**config.mk**
```make
export PLATFORM = sky130hd
export DESIGN_NAME = bar_sel_arb_flat
export DESIGN_NICKNAME = d
export VERILOG_FILES = /design/src/rtl/bar_sel_pkg.sv /design/src/rtl/bar_sel_arb_if.sv /design/src/rtl/bar_rr_arb.sv /design/src/rtl/bar_sel_arb.sv /design/src/flat_wrapper.sv
export SDC_FILE = /design/constraint.sdc
export NUM_CORES = 1
export LEC_CHECK = 0
export BUFFER_PORTS_ARGS = -buffer_cell sky130_fd_sc_hd__buf_2
export CAP_MARGIN = 10
export CORE_UTILIZATION = 40
export DETAILED_ROUTE_END_ITERATION = 12
export HOLD_SLACK_MARGIN = 0.15
export PLACE_DENSITY = 0.69
export SYNTH_ARGS = -nofsm -noshare
export SYNTH_HDL_FRONTEND = slang
export SYNTH_SLANG_ARGS = --single-unit
```
**constraint.sdc**
```tcl
create_clock -name clk -period 4 [get_ports clk]
set_input_delay 0.8 -clock clk [delete_from_list [all_inputs] [get_ports clk]]
set_output_delay 0.8 -clock clk [all_outputs]
set_load 0.01 [all_outputs]
```
**src/rtl/bar_sel_pkg.sv**
```systemverilog
// Shared helpers and defaults for the masked round-robin channel selector.
// Imported by the interface, the arbiter and the top level.
package bar_sel_pkg;

    // Width of an index able to address n items; never less than one bit.
    function automatic int unsigned clog2(input int unsigned n);
        int unsigned r;
        r = 0;
        while ((64'd1 << r) < 64'(n)) begin
            r++;
        end
        return (r == 0) ? 1 : r;
    endfunction

    localparam int unsigned NCH_DEF = 3;
    localparam int unsigned DW_DEF  = 8;
    localparam int unsigned DCW_DEF = 16;
    localparam int unsigned CW_DEF  = clog2(NCH_DEF);

    typedef logic [CW_DEF-1:0] ch_idx_t;

endpackage

```
**src/rtl/bar_sel_arb_if.sv**
```systemverilog
// Channel-side and consumer-side handshake bundle of bar_sel_arb.
// master = producers/consumer around the block, slave = the selector itself.
interface bar_sel_arb_if
    import bar_sel_pkg::*;
#(
    parameter int unsigned NCH = NCH_DEF,
    parameter int unsigned DW  = DW_DEF
) ();

    localparam int unsigned CW = clog2(NCH);

    logic [NCH-1:0]    in_valid;
    logic [NCH*DW-1:0] in_data;
    logic [NCH-1:0]    in_ready;
    logic              out_valid;
    logic [DW-1:0]     out_data;
    logic [CW-1:0]     out_ch;
    logic              out_ready;

    modport master (
        output in_valid,
        output in_data,
        input  in_ready,
        input  out_valid,
        input  out_data,
        input  out_ch,
        output out_ready
    );

    modport slave (
        input  in_valid,
        input  in_data,
        output in_ready,
        output out_valid,
        output out_data,
        output out_ch,
        input  out_ready
    );

endinterface

```
**src/rtl/bar_rr_arb.sv**
```systemverilog
// Round-robin arbiter: grants the first requester after the last granted channel.
// The pointer only moves when a grant is actually taken (advance with a request).
module bar_rr_arb
    import bar_sel_pkg::*;
#(
    parameter int unsigned NCH = NCH_DEF,
    parameter int unsigned CW  = clog2(NCH)
) (
    input  logic           clk,
    input  logic           reset,
    input  logic [NCH-1:0] req,
    input  logic           advance,
    output logic [NCH-1:0] grant,
    output logic [CW-1:0]  grant_idx
);

    logic [CW-1:0] rr_last_q, rr_last_d;
    logic [CW-1:0] idx;
    logic          found;

    // Search order rr_last+1, rr_last+2, ... wrapping at NCH-1 back to 0.
    always_comb begin
        grant     = '0;
        grant_idx = '0;
        found     = 1'b0;
        idx       = '0;
        for (int unsigned k = 1; k <= NCH; k++) begin
            idx = CW'((32'(rr_last_q) + k) % NCH);
            if (!found && req[idx]) begin
                found      = 1'b1;
                grant[idx] = 1'b1;
                grant_idx  = idx;
            end
        end
    end

    always_comb begin
        rr_last_d = rr_last_q;
        if (advance && found) begin
            rr_last_d = grant_idx;
        end
    end

    // Reset to the top index so channel 0 is searched first.
    always_ff @(posedge clk) begin
        if (reset) begin
            rr_last_q <= CW'(NCH - 1);
        end else begin
            rr_last_q <= rr_last_d;
        end
    end

    grant_onehot_a : assert property (@(posedge clk) disable iff (reset) $onehot0(grant));
    grant_in_req_a : assert property (@(posedge clk) disable iff (reset) (grant & ~req) == '0);

endmodule

```
**src/rtl/bar_sel_arb.sv**
```systemverilog
// Masked round-robin selector of NCH producer channels into one registered stream.
// Beats on masked channels are accepted and discarded, counted in a saturating counter.
module bar_sel_arb
    import bar_sel_pkg::*;
#(
    parameter int unsigned    NCH     = NCH_DEF,
    parameter int unsigned    DW      = DW_DEF,
    parameter logic [NCH-1:0] CH_MASK = 3'b011,
    parameter int unsigned    DCW     = DCW_DEF
) (
    input  logic               clk,
    input  logic               reset,
    input  logic [NCH-1:0]     en_mask,
    bar_sel_arb_if.slave       bus,
    output logic [DCW-1:0]     drop_cnt
);

    localparam int unsigned CW = clog2(NCH);

    logic [NCH-1:0] eff_mask;
    logic [NCH-1:0] elig;
    logic [NCH-1:0] grant;
    logic [NCH-1:0] dropped;
    logic [CW-1:0]  grant_idx;
    logic           load;
    logic           any_elig;

    logic           out_valid_q, out_valid_d;
    logic [DW-1:0]  data_q, data_d;
    logic [CW-1:0]  ch_q, ch_d;
    logic [DCW-1:0] drop_q, drop_d;
    logic [CW:0]    drop_pop;
    logic [DCW:0]   drop_sum;

    assign eff_mask = CH_MASK & en_mask;
    assign elig     = bus.in_valid & eff_mask;
    assign any_elig = |elig;
    assign load     = ~out_valid_q | bus.out_ready;
    assign dropped  = bus.in_valid & ~eff_mask;

    bar_rr_arb #(
        .NCH (NCH),
        .CW  (CW)
    ) u_rr_arb (
        .clk       (clk),
        .reset     (reset),
        .req       (elig),
        .advance   (load),
        .grant     (grant),
        .grant_idx (grant_idx)
    );

    // Masked channels are always ready so their beats drain as drops.
    assign bus.in_ready = ~eff_mask | ({NCH{load}} & grant);

    always_comb begin
        out_valid_d = out_valid_q;
        data_d      = data_q;
        ch_d        = ch_q;
        if (load) begin
            out_valid_d = any_elig;
            if (any_elig) begin
                ch_d = grant_idx;
                for (int unsigned i = 0; i < NCH; i++) begin
                    if (grant[i]) begin
                        data_d = bus.in_data[i*DW +: DW];
                    end
                end
            end
        end
    end

    always_comb begin
        drop_pop = '0;
        for (int unsigned i = 0; i < NCH; i++) begin
            drop_pop = drop_pop + (CW+1)'(dropped[i]);
        end
        drop_sum = {1'b0, drop_q} + (DCW+1)'(drop_pop);
        drop_d   = drop_sum[DCW] ? {DCW{1'b1}} : drop_sum[DCW-1:0];
    end

    always_ff @(posedge clk) begin
        if (reset) begin
            out_valid_q <= 1'b0;
            data_q      <= '0;
            ch_q        <= '0;
            drop_q      <= '0;
        end else begin
            out_valid_q <= out_valid_d;
            data_q      <= data_d;
            ch_q        <= ch_d;
            drop_q      <= drop_d;
        end
    end

    assign bus.out_valid = out_valid_q;
    assign bus.out_data  = data_q;
    assign bus.out_ch    = ch_q;
    assign drop_cnt      = drop_q;

    stall_hold_a : assert property (@(posedge clk) disable iff (reset)
        (out_valid_q && !bus.out_ready) |=> (out_valid_q && $stable(data_q) && $stable(ch_q)));

endmodule

```
**src/flat_wrapper.sv**
```systemverilog
// flat-port wrapper written by rule: the top's interface ports become plain ports
module bar_sel_arb_flat import bar_sel_pkg::*;
#(
    parameter int unsigned    NCH     = NCH_DEF,
    parameter int unsigned    DW      = DW_DEF,
    parameter logic [NCH-1:0] CH_MASK = 3'b011,
    parameter int unsigned    DCW     = DCW_DEF
)
  (clk, reset, en_mask, drop_cnt, bus_in_valid, bus_in_data, bus_in_ready, bus_out_valid, bus_out_data, bus_out_ch, bus_out_ready);
  bar_sel_arb_if #(.NCH(NCH), .DW(DW)) bus_i ();
  input  logic clk;
  input  logic reset;
  input  logic [NCH-1:0] en_mask;
  output logic [DCW-1:0] drop_cnt;
  input wire logic [$bits(bus_i.in_valid)-1:0] bus_in_valid;
  input wire logic [$bits(bus_i.in_data)-1:0] bus_in_data;
  output wire logic [$bits(bus_i.in_ready)-1:0] bus_in_ready;
  output wire logic [$bits(bus_i.out_valid)-1:0] bus_out_valid;
  output wire logic [$bits(bus_i.out_data)-1:0] bus_out_data;
  output wire logic [$bits(bus_i.out_ch)-1:0] bus_out_ch;
  input wire logic [$bits(bus_i.out_ready)-1:0] bus_out_ready;
  assign bus_i.in_valid = bus_in_valid;
  assign bus_i.in_data = bus_in_data;
  assign bus_in_ready = bus_i.in_ready;
  assign bus_out_valid = bus_i.out_valid;
  assign bus_out_data = bus_i.out_data;
  assign bus_out_ch = bus_i.out_ch;
  assign bus_i.out_ready = bus_out_ready;
  bar_sel_arb #(.NCH(NCH), .DW(DW), .CH_MASK(CH_MASK), .DCW(DCW)) u_core (.clk(clk), .reset(reset), .en_mask(en_mask), .bus(bus_i), .drop_cnt(drop_cnt));
endmodule
```
==> results by group, run 1 <==
Status
  • Status: finished clean

Clocking
  • Post-CTS Hold Fix Bufs: 0
  • CTS buffer count: 5
  • Clock transition at path regs: 0.06 ns
  • TritonCTS clock tree: built
  • CTS Root Cell: clkbuf_8
  • CTS H-Tree Depth: 2
  • CTS resizes: 0
  • Sink Count: 29
  • Worst-Skew Late Latency: 0.27 ns
  • Post-CTS Setup Bufs: 0
  • Max clock buf depth: 2

GRT
  • Gr ovfl total: 0
  • Vias in the first global route: 1680
  • Pin count of the biggest net entering global routing: 24
  • Global-route wire length before repair: roughly 7.3 mm
  • Antenna violations before repair: 0
  • Overall routing resource usage: between 15 and 20%

Synthesis
  • Mean Syn Cell Area: roughly 9 sq um
  • Post-synth ARST share: 0%
  • Share of the synthesized area in the top cell type: 28.7%
  • Leading area contributor after synthesis: dfxtp_1
  • Count leader, synth: dfxtp_1
  • Yosys reg bits: 29
  • Synth Warn #: 0
  • Cell count after synthesis: approximately 220
  • Synth cell types: 59
  • EDFF count, synth: 0
  • Top_reg_cell synth: dfxtp_1
  • Synth top area cells: dfxtp_1, ha_1, a21oi_1
  • Sequential share of the synthesized area: between 20 and 30%
  • Mapped cell area: between 2000 and 2500 sq um
  • Syn_nets: between 200 and 300
  • Commonest cells post-synth: dfxtp_1, a21oi_1, a211oi_1, inv_1, nand2b_1

Setup path
  • Req. time, crit path: between 4 and 5 ns
  • CP delay by family, top: simple AND/OR/NAND/NOR gates
  • Critical path type: in -> reg
  • Critical-path cell list: buf_2 > and2b_2 > inv_1 > fa_1 > inv_1 > ha_1 > inv_1 > fa_1 > nor2b_1 > o21ai_1 > or4_1 > and4_1 > nor3_1
  • CP arrival: 3.56 ns
  • Buf/Inv on CP: 4
  • CP most frequent cell: inv_1
  • Worst setup SP type: primary input
  • Reg2reg path depth: 7
  • Cell count along the critical path: 13
  • Endpoint class of the critical path: flop
  • Worst Path Max Fanout: 7
  • Max stage delay on crit path: approximately 0.54 ns
  • CP max-delay cell: or4_1

Floorplanning
  • Die width: 73.2 microns
  • Cell Rows: 25
  • Die H: around 73 microns
  • Initial Util: 42.3%
  • DIE AREA: 5350 sq um
  • Core Region: ~4800 sq um
  • Boundary Pins: 63

Power and ir drop
  • Psw: approximately 280 uW
  • Combinational share of power: between 30% and 40%
  • Sw Ratio: between 30% and 40%
  • Static Leak: 1.02 nW
  • Power Density: about 350 nW/um^2
  • Clock power share: about a quarter
  • Flop pwr share: 39.1%
  • VDD IR max: around 0.26 mV
  • Cell-internal power: 565 uW

Route
  • DRT antenna net count: 0
  • Vias per cell: about 5.4
  • # DRC: 0
  • Initial drt markers: 70
  • First drt pass iteration count: 4
  • Post-Route WL: 4.58 mm
  • Drt wl/cell: between 10 and 15 microns
  • DR vias: about 1900

Placement
  • GP Congestion: between 0.8 and 0.9
  • I/O Buffers: 60
  • DP Area: between 2000 and 2500 sq um
  • DPL Wire Length: 3.38 mm

Timing
  • Final period util: a little over four fifths
  • Setup Skew: approximately 0.006 ns
  • Fin crit period: around 3.4 ns
  • Final Setup Violations: 0
  • Max-slew violation count: 0
  • FMAX: between 200 and 300 MHz
  • RSZ-0062 raised after global routing: no
  • Worst Tran Pin Value: 1.15 ns
  • Setup TNS: 0 ns
  • Final hold viol count: 0
  • Slew Limit Headroom: a little under a quarter

Flow run
  • MaxCap Viol Count: 0

Min path
  • HP Class: reg -> reg
  • Hold Path Stages: 1

Final layout
  • Area occupied by multi-input gates: approximately 1300 sq um
  • Diodes inserted: 0
  • Post-route cell area: approximately 2400 sq um
  • Fraction of layout cells with a size suffix above 1: about 30%
  • Area Overhead vs Synth: 19.4%
  • Fillcell total: 464
  • Register Area: 581 sq um
  • Final nets: ~320
worst register-to-register path, delay by kind of cell, from the launching register on:
family	cells	cell delay (ns)
AO/OA/AOI/OAI	4	1.76
adder cells (fa/ha/maj)	1	0.49
buffers and inverters	1	0.08
flip-flops	1	0.38
AND/OR/NAND/NOR	1	0.24
layout make-up:
class | count | area share [%]
Multi-Input combinational cell | 165 | 53.7
Sequential cell | 29 | 24.0
Timing Repair Buffer | 62 | 13.0
Tap cell | 67 | 3.47
Clock buffer | 8 | 3.31
Inverter | 16 | 2.48
registers in the layout (all words and copies together), names as in the netlist:
signal and flops:
u_core.drop_cnt 16, u_core.bus.out_valid 1, u_core.u_rr_arb.rr_last_q 2, u_core.bus.out_ch 2, u_core.bus.out_data 8
metrics by stage:
stage                     hold WS [ns]  total power [mW]  setup slack (ns)  cells  util [%]
after floorplan                  0.455             0.555             0.599    222         -
after global placement           0.447             0.619             0.371    339      48.9
after detailed placement         0.449             0.625             0.350    339      48.9
after CTS                        0.463             0.852             0.635    347      50.5
after global routing             0.495             0.903             0.449    347      50.5
final                            0.461             0.845             0.644    347      50.5
cells by family after synthesis:
family	after synthesis	share of synthesized area, %
compound gates	67	25.8
simple gates	66	21.2
flops	29	28.7
buf+inv	28	7.23
fa+ha+maj	12	8.15
xor+xnor	11	4.76
mux	8	3.95
other cells	1	0.185
per-layer routing:
layer | part of all wire [%] | global-route usage, % | up-vias
li1 | - | - | 936
met1 | 48 | 23.0 | 869
met2 | 45 | 28.3 | 62
met3 | 6.2 | 4.97 | 7
met4 | 1.0 | 5.66 | 0
met5 | 0 | 0 | -
power groups by stage:
| stage | Sequential [mW] | Combinational, mW | Clock, mW |
|---|---|---|---|
| 6_report | 0.330 | 0.289 | 0.225 |
| 4_1_cts | 0.330 | 0.289 | 0.232 |
| 3_3_place_gp | 0.336 | 0.283 | 0 |
| 2_1_floorplan | 0.345 | 0.210 | 0 |
| 3_5_place_dp | 0.336 | 0.288 | 0 |
| 5_1_grt | 0.333 | 0.321 | 0.249 |
layout by cell type, fill, tap and decap left out, drive strengths merged, types with 2 or more instances in the layout:
master  count
a211oi     17
buf        62
a21oi      24
clkbuf      8
fa          2
a31o        2
xnor2       7
dfxtp      29
ha         10
or2         2
xor2        4
nand2b     14
nor3        6
nor3b       2
inv        16
a31oi       2
a32o        8
nor2        2
nand2      12
and4b       3
a21o        4
nor4b       2
mux2i       8
nand3b      3
nand3       6
nor2b       2
o21ai       2
o221ai      2
final timing paths:
kind / startpoint / endpoint / slack [ns]
max: en_mask[0] / u_core.drop_cnt[13] / 0.64
min: u_core.bus.out_data[3] / u_core.bus.out_data[3] / 0.46
max reg2reg: u_core.u_rr_arb.rr_last_q[0] / u_core.bus.out_data[6] / 0.95
min reg2reg: u_core.bus.out_data[3] / u_core.bus.out_data[3] / 0.46
Power figures use the tool's default switching activity.
==> run 2, diff against run 1 <==
--- a/config.mk
+++ b/config.mk
@@ -5,12 +5,13 @@
 export SDC_FILE = /design/constraint.sdc
 export NUM_CORES = 1
 export LEC_CHECK = 0
+export ABC_AREA = 1
 export BUFFER_PORTS_ARGS = -buffer_cell sky130_fd_sc_hd__buf_2
 export CAP_MARGIN = 10
 export CORE_UTILIZATION = 40
 export DETAILED_ROUTE_END_ITERATION = 12
 export HOLD_SLACK_MARGIN = 0.15
-export PLACE_DENSITY = 0.69
+export PLACE_DENSITY = 0.72
 export SYNTH_ARGS = -nofsm -noshare
 export SYNTH_HDL_FRONTEND = slang
 export SYNTH_SLANG_ARGS = --single-unit
==> constraint.sdc (replaced) <==
create_clock -name clk -period 2.9 [get_ports clk]
set_input_delay 0.58 -clock clk [delete_from_list [all_inputs] [get_ports clk]]
set_output_delay 0.58 -clock clk [all_outputs]
set_load 0.01 [all_outputs]
==> results by group, run 2 <==
Timing
  • Final period util: between 90% and 100%
  • Setup WS post-layout: 0.0764 ns
  • Fin crit period: 2.82 ns
  • Final Setup Violations: 0
  • FMAX: ~350 MHz
  • Max-slew violation count: 0
  • RSZ-0062 raised after global routing: yes
  • Setup Skew: approximately 0.0021 ns
  • Final hold viol count: 0

Synthesis
  • Share of the synthesized area in the top cell type: 29.6%
  • Mapped cell area: approximately 2000 sq um
  • Synth top area cells: dfxtp_1, nand2_1, inv_1
  • Synth Warn #: 0
  • Commonest cells post-synth: nand2_1, inv_1, nor2_1, dfxtp_1, nand3_1
  • Post-synth ARST share: 0%
  • Mean Syn Cell Area: roughly 6.6 sq um
  • Count leader, synth: nand2_1
  • Top_reg_cell synth: dfxtp_1
  • Sequential share of the synthesized area: between 20% and 30%
  • EDFF count, synth: 0
  • Cell count after synthesis: between 200 and 300
  • Yosys reg bits: 29
  • Leading area contributor after synthesis: dfxtp_1
  • Synth cell types: 29
  • Syn_nets: 343

Placement
  • Dpl ws: -0.335 ns
  • GP Congestion: 0.854
  • I/O Buffers: 60
  • DPL Wire Length: around 3.3 mm

Setup path
  • Worst Path Max Fanout: 3
  • CP arrival: around 3 ns
  • Critical path type: in -> reg
  • Endpoint class of the critical path: flop
  • Critical-path cell list: buf_8 > nor2_4 > inv_2 > fa_1 > inv_1 > ha_2 > inv_2 > fa_2 > o21ai_4 > nand3_2 > nor2_4 > nand3_4 > buf_4 > buf_4 > xnor2_1 > o21ai_0 > inv_1
  • CP max-delay cell: fa_1
  • Buf/Inv on CP: 7
  • Worst setup SP type: primary input
  • Max stage delay on crit path: 0.43 ns
  • CP delay by family, top: adder cells
  • Req. time, crit path: about 3 ns

Final layout
  • Largest register FFs: 16
  • Area Overhead vs Synth: 35.2%
  • Fraction of layout cells with a size suffix above 1: 32.9%
  • Commonest non-fill, non-tap cell in the layout: nand2_1
  • Fillcell total: 474
  • Commonest cells after routing, fill and taps aside: nand2_1, inv_1, buf_2
  • Final nets: 427
  • Diodes inserted: 0

Floorplanning
  • Boundary Pins: 63
  • Initial Util: about 42%
  • Core Region: 4720 sq um
  • Die width: about 72 microns
  • DIE AREA: ~5200 sq um
  • Die H: ~70 microns
  • Cell Rows: 25

Clocking
  • Sink Count: 29
  • CTS buffer count: 5
  • Max clock buf depth: 2
  • Clock transition at path regs: around 0.060 ns
  • Post-CTS Hold Fix Bufs: 0
  • TritonCTS clock tree: built
  • Worst-Skew Late Latency: about 0.28 ns
  • CTS Root Cell: clkbuf_8
  • CTS H-Tree Depth: 2

GRT
  • Global-route wire length before repair: slightly above 7 mm
  • Gr ovfl total: 0
  • Pin count of the biggest net entering global routing: 17
  • Overall routing resource usage: 17.6%
  • Vias in the first global route: around 1700
  • Antenna violations before repair: 0

Route
  • Initial drt markers: between 70 and 80
  • DRT antenna net count: 0
  • Met1 WL: roughly 2.0 mm
  • First drt pass iteration count: 4
  • Drt wl/cell: 9.58 microns
  • DR vias: about 2000
  • Vias per cell: about 4.4
  • Highest Signal Layer: met4
  • Met2 WL: between 1.5 and 2 mm
  • Met3 wire length: about 290 microns
  • Post-Route WL: between 4 and 5 mm
  • # DRC: 0

Power and ir drop
  • Psw: roughly 860 uW
  • Power Density: between 700 and 800 nW/um^2
  • Flop pwr share: 26.8%
  • Static Leak: 1.45 nW
  • Total power: 1.89 mW
  • Combinational share of power: 56.7%
  • Clock power share: between 10% and 20%
  • Cell-internal power: about 1.0 mW
  • Sw Ratio: between 40% and 50%
  • VDD IR max: approximately 0.30 mV

Status
  • Status: finished clean

Min path
  • HP Class: reg -> reg

Flow run
  • MaxCap Viol Count: 0
-- run 2: cell types whose count changed after synthesis, moves of 14 or more --
| cell | change |
|---|---|
| inv_1 | +46 |
| nand2_1 | +55 |
| nand3_1 | +20 |
| nand2b_1 | -14 |
| a211oi_1 | -15 |
| nor2_1 | +33 |
-- run 2: final cells by class --
type / count / area, sq um / share of cell area [%]
Inverter: 66 / 250 / 9.42
Tap cell: 67 / 83.8 / 3.16
Multi-Input combinational cell: 199 / 1170 / 44.2
Sequential cell: 29 / 581 / 21.9
Timing Repair Buffer: 81 / 487 / 18.3
Clock buffer: 8 / 80.1 / 3.01
-- run 2: tightest hold or removal path, delay by kind of cell, from the launching register on --
family	cells	cell delay [ns]
flip-flops	1	0.31
AND/OR/NAND/NOR	2	0.10
-- run 2: power groups by stage --
stage                     Clock [mW]  Sequential (mW)  Combinational, mW
after floorplan                    0            0.536              0.800
after global placement             0            0.513               1.03
after detailed placement           0            0.514               1.05
after CTS                      0.322            0.506               1.05
after global routing           0.346            0.515               1.25
final                          0.311            0.506               1.07
-- run 2: cells by family (layout without fill, tap and decap cells) --
family	Yosys count	in the layout	synth area share [%]
AO/OA/AOI/OAI	24	24	6.56
XOR/XNOR	12	12	5.35
adder cells (fa/ha/maj)	12	12	8.41
buffers and inverters	70	155	14.1
flip-flops	29	29	29.6
other	1	1	0.191
AND/OR/NAND/NOR	150	150	35.8
-- run 2: path summary, 6_finish.rpt --
| path | slack, ns | from | depth (start not counted) | endpoint |
|---|---|---|---|---|
| worst min-delay path | 0.44 | u_core.bus.out_ch[1] | 2 | u_core.bus.out_ch[1] |
| worst max-delay path | 0.08 | en_mask[0] | 17 | u_core.drop_cnt[12] |
| worst max register to register | 0.77 | u_core.drop_cnt[0] | 12 | u_core.drop_cnt[12] |
| worst min register to register | 0.44 | u_core.bus.out_ch[1] | 2 | u_core.bus.out_ch[1] |
-- run 2: what timing repair did --
action | 4_1_cts | 5_1_grt
pin swaps | 2 | 3
setup buffers | 0 | 7
gates resized for setup | 1 | 24
endpoints found under the setup margin | 11 | 16
-- run 2: routing by layer --
layer	up-vias	global-route usage, %
met5	-	0
met4	0	6.10
met3	6	6.39
met2	66	28.7
met1	839	21.4
li1	1059	-
-- run 2: metrics by stage --
step | hold slack, ns | utilization, % | std cells | TNS [ns] | instance area (sq um)
4_1_cts | 0.444 | 53.2 | 443 | 0 | 2510
5_1_grt | 0.471 | 56.2 | 450 | -0.669 | 2660
2_1_floorplan | 0.461 | - | 298 | 0 | 1970
3_5_place_dp | 0.435 | 51.4 | 435 | -4.75 | 2430
3_3_place_gp | 0.431 | 51.4 | 435 | -3.76 | 2430
6_report | 0.440 | 56.2 | 450 | 0 | 2660
